`config.mk`:
```
export PLATFORM = sky130hd
export DESIGN_NAME = core_mem_arbiter
export DESIGN_NICKNAME = d
export VERILOG_FILES = /design/src/rtl/core_mem_pkg.sv /design/src/rtl/core_mem_arb_prio.sv /design/src/rtl/core_mem_arbiter.sv
export SDC_FILE = /design/constraint.sdc
export NUM_CORES = 1
export LEC_CHECK = 0
export ABC_AREA = 1
export ABC_CLOCK_PERIOD_IN_PS = 4400
export CAP_MARGIN = 20
export CORE_MARGIN = 5
export CORE_UTILIZATION = 41
export CTS_BUF_LIST = sky130_fd_sc_hd__clkbuf_16
export DETAILED_ROUTE_END_ITERATION = 10
export PLACE_DENSITY = 0.81
export SLEW_MARGIN = 15
export SYNTH_ARGS = -nofsm -noshare
export SYNTH_HDL_FRONTEND = slang
export SYNTH_SLANG_ARGS = --single-unit
export TNS_END_PERCENT = 5
```
`constraint.sdc`:
```
create_clock -name CLK -period 4.4 [get_ports CLK]
set_input_delay 0.66 -clock CLK [delete_from_list [all_inputs] [get_ports CLK]]
set_output_delay 0.66 -clock CLK [all_outputs]
set_load 0.01 [all_outputs]
```
`src/rtl/core_mem_pkg.sv`:
```
// Shared types and constants for the core memory arbiter: FSM states,
// AXI response codes and requester owner encodings.
package core_mem_pkg;

    typedef enum logic [2:0] {
        IDLE    = 3'd0,
        RD_ADDR = 3'd1,
        RD_DATA = 3'd2,
        WR_REQ  = 3'd3,
        WR_RESP = 3'd4,
        ACK     = 3'd5
    } state_t;

    localparam logic [1:0] OKAY   = 2'b00;
    localparam logic [1:0] EXOKAY = 2'b01;
    localparam logic [1:0] SLVERR = 2'b10;
    localparam logic [1:0] DECERR = 2'b11;

    localparam logic OWN_I = 1'b0;
    localparam logic OWN_D = 1'b1;

    localparam int STREAK_W = 4;

endpackage

```
`src/rtl/core_mem_arb_prio.sv`:
```
// Fetch/data grant selection: data wins unless it has already taken
// C_MAX_DATA_STREAK consecutive grants while fetch was waiting.
module core_mem_arb_prio
    import core_mem_pkg::*;
#(
    parameter int C_MAX_DATA_STREAK = 4
) (
    input  logic i_clk,
    input  logic i_rst_n,
    input  logic i_i_req,
    input  logic i_d_req,
    input  logic i_grant_en,
    output logic o_grant,
    output logic o_owner
);

    logic [STREAK_W-1:0] r_streak;
    logic                w_streak_full;

    assign w_streak_full = (r_streak == STREAK_W'(C_MAX_DATA_STREAK));

    always_comb begin
        o_grant = i_grant_en && (i_i_req || i_d_req);
        o_owner = (i_d_req && !(i_i_req && w_streak_full)) ? OWN_D : OWN_I;
    end

    // Streak only grows while fetch is actually being held off.
    always_ff @(posedge i_clk or negedge i_rst_n) begin
        if (!i_rst_n) begin
            r_streak <= '0;
        end else if (o_grant) begin
            if (o_owner == OWN_D && i_i_req) begin
                r_streak <= r_streak + STREAK_W'(1);
            end else begin
                r_streak <= '0;
            end
        end
    end

endmodule

```
`src/rtl/core_mem_arbiter.sv`:
```
// Serialises single-beat AXI4 accesses from the fetch and data requesters
// onto one master port; all outputs are registered.
module core_mem_arbiter
    import core_mem_pkg::*;
#(
    parameter int C_AXI_DATA_WIDTH  = 32,
    parameter int C_OFFSET_WIDTH    = 28,
    parameter int C_MAX_DATA_STREAK = 4
) (
    input  logic                        CLK,
    input  logic                        RST,
    input  logic                        I_REQ,
    input  logic [31:0]                 I_ADDR,
    output logic [C_AXI_DATA_WIDTH-1:0] I_RDATA,
    output logic                        I_ACK,
    input  logic                        D_REQ,
    input  logic                        D_WE,
    input  logic [31:0]                 D_ADDR,
    input  logic [C_AXI_DATA_WIDTH-1:0] D_WDATA,
    input  logic [3:0]                  D_STRB,
    output logic [C_AXI_DATA_WIDTH-1:0] D_RDATA,
    output logic                        D_ACK,
    output logic [C_OFFSET_WIDTH-1:0]   M_ARADDR,
    output logic                        M_ARVALID,
    input  logic                        M_ARREADY,
    input  logic [C_AXI_DATA_WIDTH-1:0] M_RDATA,
    input  logic [1:0]                  M_RRESP,
    input  logic                        M_RVALID,
    output logic                        M_RREADY,
    output logic [C_OFFSET_WIDTH-1:0]   M_AWADDR,
    output logic                        M_AWVALID,
    input  logic                        M_AWREADY,
    output logic [C_AXI_DATA_WIDTH-1:0] M_WDATA,
    output logic [3:0]                  M_WSTRB,
    output logic                        M_WVALID,
    input  logic                        M_WREADY,
    input  logic [1:0]                  M_BRESP,
    input  logic                        M_BVALID,
    output logic                        M_BREADY,
    output logic                        ERR,
    output state_t                      DBG_STATE
);

    state_t                      r_state;
    logic                        r_owner;
    logic [C_OFFSET_WIDTH-1:0]   r_addr;
    logic [C_AXI_DATA_WIDTH-1:0] r_wdata;
    logic [3:0]                  r_strb;
    logic                        r_arvalid;
    logic                        r_rready;
    logic                        r_awvalid;
    logic                        r_wvalid;
    logic                        r_bready;
    logic [C_AXI_DATA_WIDTH-1:0] r_i_rdata;
    logic [C_AXI_DATA_WIDTH-1:0] r_d_rdata;
    logic                        r_i_ack;
    logic                        r_d_ack;
    logic                        r_err;

    logic                        w_grant;
    logic                        w_owner;
    logic                        w_aw_done;
    logic                        w_w_done;
    logic [63-2*C_OFFSET_WIDTH:0] w_unused_addr;

    assign w_unused_addr = {I_ADDR[31:C_OFFSET_WIDTH], D_ADDR[31:C_OFFSET_WIDTH]};

    core_mem_arb_prio #(
        .C_MAX_DATA_STREAK(C_MAX_DATA_STREAK)
    ) u_prio (
        .i_clk     (CLK),
        .i_rst_n   (RST),
        .i_i_req   (I_REQ),
        .i_d_req   (D_REQ),
        .i_grant_en(r_state == IDLE),
        .o_grant   (w_grant),
        .o_owner   (w_owner)
    );

    // A write channel counts as done once its VALID has already dropped or
    // its handshake lands this cycle; AW and W may finish in either order.
    assign w_aw_done = !r_awvalid || M_AWREADY;
    assign w_w_done  = !r_wvalid  || M_WREADY;

    always_ff @(posedge CLK or negedge RST) begin
        if (!RST) begin
            r_state   <= IDLE;
            r_owner   <= OWN_I;
            r_addr    <= '0;
            r_wdata   <= '0;
            r_strb    <= '0;
            r_arvalid <= 1'b0;
            r_rready  <= 1'b0;
            r_awvalid <= 1'b0;
            r_wvalid  <= 1'b0;
            r_bready  <= 1'b0;
            r_i_rdata <= '0;
            r_d_rdata <= '0;
            r_i_ack   <= 1'b0;
            r_d_ack   <= 1'b0;
            r_err     <= 1'b0;
        end else begin
            case (r_state)
                IDLE: begin
                    if (w_grant) begin
                        r_owner <= w_owner;
                        if (w_owner == OWN_D) begin
                            r_addr  <= D_ADDR[C_OFFSET_WIDTH-1:0];
                            r_wdata <= D_WDATA;
                            r_strb  <= D_STRB;
                        end else begin
                            r_addr  <= I_ADDR[C_OFFSET_WIDTH-1:0];
                        end
                        if (w_owner == OWN_D && D_WE) begin
                            r_awvalid <= 1'b1;
                            r_wvalid  <= 1'b1;
                            r_state   <= WR_REQ;
                        end else begin
                            r_arvalid <= 1'b1;
                            r_state   <= RD_ADDR;
                        end
                    end
                end
                RD_ADDR: begin
                    if (M_ARREADY) begin
                        r_arvalid <= 1'b0;
                        r_rready  <= 1'b1;
                        r_state   <= RD_DATA;
                    end
                end
                RD_DATA: begin
                    if (M_RVALID) begin
                        r_rready <= 1'b0;
                        if (r_owner == OWN_D) begin
                            r_d_rdata <= M_RDATA;
                            r_d_ack   <= 1'b1;
                        end else begin
                            r_i_rdata <= M_RDATA;
                            r_i_ack   <= 1'b1;
                        end
                        if (M_RRESP != OKAY) begin
                            r_err <= 1'b1;
                        end
                        r_state <= ACK;
                    end
                end
                WR_REQ: begin
                    if (M_AWREADY) begin
                        r_awvalid <= 1'b0;
                    end
                    if (M_WREADY) begin
                        r_wvalid <= 1'b0;
                    end
                    if (w_aw_done && w_w_done) begin
                        r_bready <= 1'b1;
                        r_state  <= WR_RESP;
                    end
                end
                WR_RESP: begin
                    if (M_BVALID) begin
                        r_bready <= 1'b0;
                        r_d_ack  <= (r_owner == OWN_D);
                        r_i_ack  <= (r_owner == OWN_I);
                        if (M_BRESP != OKAY) begin
                            r_err <= 1'b1;
                        end
                        r_state <= ACK;
                    end
                end
                ACK: begin
                    r_i_ack <= 1'b0;
                    r_d_ack <= 1'b0;
                    r_state <= IDLE;
                end
                default: begin
                    r_state <= IDLE;
                end
            endcase
        end
    end

    assign I_RDATA   = r_i_rdata;
    assign I_ACK     = r_i_ack;
    assign D_RDATA   = r_d_rdata;
    assign D_ACK     = r_d_ack;
    assign M_ARADDR  = r_addr;
    assign M_ARVALID = r_arvalid;
    assign M_RREADY  = r_rready;
    assign M_AWADDR  = r_addr;
    assign M_AWVALID = r_awvalid;
    assign M_WDATA   = r_wdata;
    assign M_WSTRB   = r_strb;
    assign M_WVALID  = r_wvalid;
    assign M_BREADY  = r_bready;
    assign ERR       = r_err;
    assign DBG_STATE = r_state;

endmodule

```
==> flow_summary.yaml, run 1 <==
outcome:
  status: "finished clean"
sta:
  holdWs_ns: 0.301
  finalSetupTns_ns: 0
  hold_violations: 0
  relSlewSlack_pct: 38.0
  skew_ns: 0.00838
  fin_crit_sh_pct: 58.9
  fmax_mhz: 386
  finalMaxSlewViolations: 0
  finalSetupViolations: 0
  tightest_slew_ns: 0.928
  fin_crit_ns: 2.59
  rsz0062_at_grt: "no"
die:
  core_um2: 15300
  die_h_um: 135
  ios: 313
  die_area_um2: 18200
  rows: 45
  die_w_um: 135
  start_util_pct: 41.9
worst_setup_path:
  critPathRequiredTime_ns: 4.70
  worstSetupStartpointType: "input pin"
  cp.arrival_ns: 2.89
  crit_type: "in -> reg"
  end_kind: "register"
  crit_fanout: 39
drt:
  drc: 0
  vias: 5589
  drt_iter0_markers: 289
  totalWireLength_um: 18800
  firstDrtPassIters: 4
  wl_per_cell_um: 15.4
  avgViaCountPerCell: 4.58
  route.antenna.remaining_nets: 0
yosys:
  netlist_area_um2: 6390
  synth_top_flop_cell: "dfrtp_1"
  synth_top_area_cell: "dfrtp_1"
  avgSynthCellArea_um2: 8.80
  synth_edf_count: 0
  synth.distinct_cells: 28
  synthArstFlopShare_pct: 100
  ys_ff_latch: 144
  netlist.area_leader.share_pct: 56.3
  synth_area_leaders: "dfrtp_1, nand2_1, o21ai_1"
  yosys_warnings: 0
  synth_cells: 727
  seq_area_frac_synth_pct: 56.3
  synth_nets: 875
layout:
  num_antenna_cells: 0
  area_delta_synth_final_pct: 54.0
  drive_gt1_share_pct: 7.44
  final_common_cell: "clkdlybuf4s50_1"
  final_nets: 1143
  final_cell_mix: "clkdlybuf4s50_1, nand2_1, dfrtp_1"
  fin_util_pct: 64.6
power_and_ir_drop:
  leakage_uw: 0.00474
  irDropWorstVdd_mv: 0.421
  powerDensity_nw_per_um2: 716
global_routing:
  grt_pass1_vias: 5481
  antenna_found_initial: 0
  grt_max_degree: 90
  grt_usage_pct: 20.5
  overflow: 0
  grt_pass1_wl_um: 29100
cts:
  cts-hold-fix-buffers: 0
  cts-root-buf: "clkbuf_16"
  cts_tree: "yes"
  clock_sinks: 144
  cts_setup_buffers: 0
  cts.path.max_buffers: 2
  cts_max_level: 4
  clock_latency_ns: 0.41
  ctsResizeCount: 0
  clk_pin_slew_ns: 0.06
  cts_made_buffers: 17
placement:
  port_buffers: 304
  place.gp.congestion: 0.807
  dp_hpwl_um: 13900
flow_run:
  drv_cap: 0
min_path:
  holdCritPathClass: "in -> async"
-- layout make-up --
type	count	area, um2
Clock buffer	17	425
Clock inverter	15	134
Fill cell	1296	5410
Inverter	83	317
Multi-Input combinational cell	439	2020
Sequential cell	144	3600
Tap cell	211	264
Timing Repair Buffer	310	3090
-- flip-flops by register name, indices dropped and copies added, names as in the netlist --
| signal | count |
|---|---|
| I_ACK | 1 |
| M_WVALID | 1 |
| D_ACK | 1 |
| M_BREADY | 1 |
| r_owner | 1 |
| DBG_STATE | 3 |
| I_RDATA | 32 |
| M_RREADY | 1 |
| M_AWVALID | 1 |
| M_WDATA | 32 |
| u_prio.r_streak | 4 |
| ERR | 1 |
| M_ARADDR | 28 |
| D_RDATA | 32 |
| M_ARVALID | 1 |
| M_WSTRB | 4 |
-- synthesized netlist by cell type (4+ instances only) --
master	count
o21ai_2	11
a21oi_2	12
buf_4	29
nand2_1	256
o21ai_0	19
nor2_1	13
inv_1	78
nand3_1	14
nand2_2	4
o21ai_1	78
buf_2	19
buf_6	10
a21oi_1	20
dfrtp_1	144
-- metrics by stage --
step,setup WS (ns),power [uW],area [um2],instances
6_report,1.81,7050,9850,1219
4_1_cts,1.81,7140,9850,1219
5_1_grt,1.64,7530,9850,1219
3_3_place_gp,1.40,5660,9290,1187
3_5_place_dp,1.36,5740,9290,1187
2_1_floorplan,2.92,3950,6390,727
-- final timing paths --
check	startpoint	endpoint	slack, ns	cells after the start
worst min register to register	M_WDATA[25]$_DFFE_PN0P_	M_WDATA[25]$_DFFE_PN0P_	0.47	2
worst min-delay path	RST	M_ARADDR[24]$_DFFE_PN0P_	0.30	1
worst max register to register	u_prio.r_streak[0]$_DFFE_PN0N_	M_WDATA[3]$_DFFE_PN0P_	2.06	8
max in group asynchronous	RST	M_WDATA[25]$_DFFE_PN0P_	3.15	2
worst max-delay path	I_REQ	M_WDATA[3]$_DFFE_PN0P_	1.81	7
min in group CLK	M_WDATA[25]$_DFFE_PN0P_	M_WDATA[25]$_DFFE_PN0P_	0.47	2
-- per-layer routing --
metal	track usage (%)	up-vias	part of all wire (%)
met3	7.49	20	11
met1	23.7	2533	38
met5	0	-	0
met2	35.0	242	49
met4	7.13	0	1.8
li1	-	2794	-
-- cells by family (layout without fill, tap and decap cells) --
family | Yosys count | in the layout | synth area share (%)
compound gates | 143 | 143 | 12.7
fa+ha+maj | 2 | 2 | 0.391
buf+inv | 144 | 425 | 12.2
flops | 144 | 144 | 56.3
simple gates | 294 | 294 | 18.4
-- report_power, final --
part / internal [uW] / switching, uW / leakage [uW]
clock: 783 / 575 / 0.000270
combinational: 1760 / 1530 / 0.00268
sequential: 1970 / 430 / 0.00179
-- worst max-delay path, stage by stage --
cell,delay [ns]
clkdlybuf4s50_1,0.60
nand4_4,0.21
nand2_2,0.09
nor2_4,0.74
inv_4,0.35
nand2_1,0.16
nand2_1,0.06
(Power assumes the default switching activity.)
==> run 2, diff against run 1 <==
- ABC_CLOCK_PERIOD_IN_PS: 4400 -> 2240
- CORE_UTILIZATION: 41 -> 37
- PLACE_DENSITY: 0.81 -> 0.77
- clock period: 4.4 -> 2.24 ns (I/O delays scaled with it)
==> flow_summary.yaml, run 2 (synthesized netlist as in run 1, its figures left out) <==
outcome:
  status: "finished clean"
layout:
  area_delta_synth_final_pct: 56.1
  final_cell_mix: "clkdlybuf4s50_1, nand2_1, dfrtp_1"
  num_antenna_cells: 0
  drive_gt1_share_pct: 7.89
  final_common_cell: "clkdlybuf4s50_1"
  final_nets: 1149
die:
  die_w_um: 141
  core_um2: 17100
  die_h_um: 141
  start_util_pct: 37.4
  rows: 48
  die_area_um2: 20000
  ios: 313
global_routing:
  antenna_found_initial: 0
  grt_pass1_wl_um: 29000
  grt_max_degree: 65
  grt_pass1_vias: 5506
  grt_usage_pct: 18.2
  overflow: 0
worst_setup_path:
  crit_fanout: 10
  r2r_end: "M_WSTRB[2]$_DFFE_PN0P_"
  rr_worst_depth: 8
  reg2reg_slack_ns: 0.37
  worstSetupStartpointType: "register"
  crit_type: "reg -> out"
  cp_cell_sequence: "clkdlybuf4s50_1"
  cp_top_family: "buffers and inverters"
  crit_path_top_delay_cell: "clkdlybuf4s50_1"
  end_kind: "primary output"
  path_buf_inv: 1
  critPathRequiredTime_ns: 1.90
  cp.arrival_ns: 1.57
  reg2reg_from: "u_prio.r_streak[0]$_DFFE_PN0N_"
  max_stage_delay_ns: 0.61
power_and_ir_drop:
  clkPwrFrac_pct: 19.9
  leakage_uw: 0.00480
  swShare_pct: 36.1
  powerDensity_nw_per_um2: 1400
  p_sw_uw: 5060
  irDropWorstVdd_mv: 0.740
  p_int_uw: 8950
  seqPwrFrac_pct: 33.3
  combPwrFrac_pct: 46.8
cts:
  cts_max_level: 4
  cts.path.max_buffers: 2
  cts_setup_buffers: 0
  clock_sinks: 144
  cts-root-buf: "clkbuf_16"
  cts_tree: "yes"
  cts_made_buffers: 17
  clock_latency_ns: 0.43
  clk_pin_slew_ns: 0.07
  ctsResizeCount: 0
placement:
  place.gp.congestion: 0.834
  port_buffers: 304
  dp_hpwl_um: 13800
sta:
  hold_violations: 0
  rsz0062_at_grt: "no"
  relSlewSlack_pct: 55.7
  fin_crit_sh_pct: 85.2
  holdWs_ns: 0.426
  tightest_slew_ns: 0.665
  finalSetupViolations: 0
  skew_ns: 0.0144
  fmax_mhz: 524
  finalSetupTns_ns: 0
  finalMaxSlewViolations: 0
  fin_crit_ns: 1.91
drt:
  drt_iter0_markers: 298
  totalWireLength_um: 18700
  firstDrtPassIters: 4
  wl_per_cell_um: 15.1
  vias: 5584
  route.antenna.remaining_nets: 0
  avgViaCountPerCell: 4.51
  drc: 0
min_path:
  holdCritPathClass: "in -> async"
flow_run:
  drv_cap: 0
==> run 2: changes by cell type in the layout (fill, tap and decap cells not counted), sizes merged <==
cell,change
clkinvlp,-2
buf,+5
inv,+2
dlygate4sd3,+1
==> run 2: power by group through the flow <==
stage	clock, uW	sequential (uW)	combinational (uW)
after floorplan	0	5170	2580
after global placement	0	4640	6530
after detailed placement	0	4690	6640
after CTS	2860	4680	6660
after global routing	2960	4840	7140
final	2790	4660	6550
==> run 2: per-layer routing <==
layer  part of all wire (%)  GRT usage, %  routed length (um)
met4                    2.6          6.97                 484
met1                     41          21.9                7610
met2                     46          29.4                8540
met5                      0             0                   0
met3                     11          7.65                2030
==> run 2: area by class of cell <==
class | instances | area, um2
fillers | 1519 | 7130
clock inverters | 15 | 151
flip-flops and latches | 144 | 3600
well taps | 225 | 282
clock buffers | 17 | 425
repair buffers | 316 | 3190
multi-input cells | 439 | 2020
inverters | 83 | 317
==> run 2: metrics by stage <==
stage | std cells | util [%] | setup WS (ns) | total power, uW | area, um2
2_1_floorplan | 727 | - | 0.798 | 7750 | 6390
4_1_cts | 1239 | 58.3 | 0.300 | 14200 | 9980
3_3_place_gp | 1206 | 54.9 | 0.0897 | 11200 | 9400
6_report | 1239 | 58.3 | 0.332 | 14000 | 9980
3_5_place_dp | 1206 | 54.9 | 0.0723 | 11300 | 9400
5_1_grt | 1239 | 58.3 | 0.164 | 14900 | 9980
==> run 2: timing repair <==
action / CTS / global route
hold buffers: 1 / 0
hold endpoints to repair: 51 / 0
setup endpoints to repair: 0 / 0
==> run 2: how the worst max path moves through the flow <==
stage,to,start,cells past startpoint
2_1_floorplan,M_ARADDR[7]$_DFFE_PN0P_,u_prio.r_streak[0]$_DFFE_PN0N_,9
3_3_place_gp,M_WDATA[22]$_DFFE_PN0P_,D_REQ,6
3_5_place_dp,M_WDATA[6]$_DFFE_PN0P_,D_REQ,6
4_1_cts,DBG_STATE[1],DBG_STATE[1]$_DFFE_PN0P_,1
5_1_grt,M_WDATA[22]$_DFFE_PN0P_,u_prio.r_streak[0]$_DFFE_PN0N_,8
6_report,DBG_STATE[1],DBG_STATE[1]$_DFFE_PN0P_,1
==> run 3, diff against run 2 <==
- ABC_CLOCK_PERIOD_IN_PS: 2240 -> 2000
- CORE_UTILIZATION: 37 -> 41
- PLACE_DENSITY: 0.77 -> 0.81
- TNS_END_PERCENT: 5 -> default
- clock period: 2.24 -> 2 ns (I/O delays scaled with it)
==> flow_summary.yaml, run 3 (synthesized netlist as in run 1, its figures left out) <==
sta:
  finalSetupTns_ns: 0
  finalSetupViolations: 0
  tightest_slew_ns: 0.481
  rsz0062_at_grt: "no"
  fin_crit_ns: 1.89
  fin_crit_sh_pct: 94.4
  fmax_mhz: 530
  hold_violations: 0
  relSlewSlack_pct: 67.9
  skew_ns: 0.00751
  finalMaxSlewViolations: 0
cts:
  clock_sinks: 144
  cts_max_level: 4
  clk_pin_slew_ns: 0.06
  cts.path.max_buffers: 2
  cts_made_buffers: 17
  cts_tree: "yes"
  clock_latency_ns: 0.41
  cts-root-buf: "clkbuf_16"
  cts_setup_buffers: 0
power_and_ir_drop:
  p_total_uw: 15900
  irDropWorstVdd_mv: 0.869
  combPwrFrac_pct: 46.1
  powerDensity_nw_per_um2: 1590
  swShare_pct: 35.1
  seqPwrFrac_pct: 33.1
  p_int_uw: 10300
  leakage_uw: 0.00484
  clkPwrFrac_pct: 20.8
  p_sw_uw: 5600
drt:
  route.antenna.remaining_nets: 0
  wl_per_cell_um: 15.5
  totalWireLength_um: 19000
  firstDrtPassIters: 5
  avgViaCountPerCell: 4.60
  vias: 5640
  drt_iter0_markers: 251
  drc: 0
flow_run:
  drv_cap: 0
die:
  die_h_um: 135
  rows: 45
  start_util_pct: 41.9
  ios: 313
  core_um2: 15300
  die_area_um2: 18200
  die_w_um: 135
layout:
  fin_util_pct: 65.7
  area_delta_synth_final_pct: 56.8
  drive_gt1_share_pct: 7.89
  num_antenna_cells: 0
  fin_area_um2: 10000
  final_nets: 1150
  final_common_cell: "clkdlybuf4s50_1"
  final_cell_mix: "clkdlybuf4s50_1, nand2_1, dfrtp_1"
worst_setup_path:
  crit_fanout: 9
  reg2reg_from: "u_prio.r_streak[0]$_DFFE_PN0N_"
  crit_type: "reg -> out"
  cp.arrival_ns: 1.59
  crit_path_top_delay_cell: "clkdlybuf4s50_1"
  path_buf_inv: 1
  critPathRequiredTime_ns: 1.70
  end_kind: "primary output"
  crit_start: "DBG_STATE[0]$_DFFE_PN0P_"
  cp_cell_sequence: "clkdlybuf4s50_1"
  worstSetupStartpointType: "register"
  cp_top_family: "buffers and inverters"
  max_stage_delay_ns: 0.64
global_routing:
  overflow: 0
  grt_pass1_wl_um: 29800
  grt_use_met2_pct: 35.1
  grt_use_met1_pct: 24.3
  busiest_layer: "met2"
  grt_max_degree: 65
  grt_usage_pct: 20.7
  use_met3_pct: 8.61
  antenna_found_initial: 0
  grt_pass1_vias: 5689
placement:
  port_buffers: 304
  dp_hpwl_um: 14200
  place_area_um2: 9400
  place.gp.congestion: 0.814
min_path:
  holdCritPathClass: "in -> async"
outcome:
  status: "finished clean"
==> run 3: power by group through the flow <==
stage / registers, uW / logic [uW] / clock network (uW)
global route: 5470 / 8010 / 3510
finish: 5280 / 7360 / 3310
global placement: 5240 / 7270 / 0
detailed placement: 5300 / 7420 / 0
floorplan: 5790 / 2890 / 0
CTS: 5290 / 7460 / 3390
==> run 3: layout make-up <==
type	count	area, um2
fill	1249	5230
sequential	144	3600
timing repair buffer	317	3210
multi-input combinational	439	2020
clock buffer	17	425
inverter	83	317
tap	211	264
clock inverter	14	190
==> run 3: final timing paths <==
| kind | end | slack, ns | cells after the start |
|---|---|---|---|
| min in group CLK | M_WDATA[29]$_DFFE_PN0P_ | 0.42 | 3 |
| min reg2reg | M_WDATA[29]$_DFFE_PN0P_ | 0.47 | 2 |
| max in group asynchronous | M_RREADY$_DFFE_PN0P_ | 0.96 | 3 |
| min | I_RDATA[9]$_DFFE_PN0P_ | 0.39 | 2 |
| max reg2reg | u_prio.r_streak[1]$_DFFE_PN0N_ | 0.25 | 8 |
| max | DBG_STATE[0] | 0.11 | 1 |
==> run 3: routing by layer <==
metal | wire length [um] | up-vias | share of wire, %
met5 | 0 | - | 0
met4 | 208 | 0 | 1.1
met3 | 1940 | 18 | 10
met2 | 9290 | 204 | 49
met1 | 7580 | 2626 | 40
li1 | - | 2792 | -
==> run 3: what timing repair did <==
action | 4_1_cts | 5_1_grt
hold buffers | 1 | 0
setup endpoints to repair | 0 | 1
endpoints found under the hold margin | 41 | 0
gates resized for setup | 0 | 1
==> run 3: per-stage QoR <==
stage	setup WS, ns	hold WS (ns)	std cells
2_1_floorplan	0.558	0.00441	727
3_3_place_gp	0.0869	0.265	1193
3_5_place_dp	0.0172	0.269	1193
4_1_cts	0.0912	0.393	1225
5_1_grt	0.0352	0.419	1225
6_report	0.113	0.392	1225
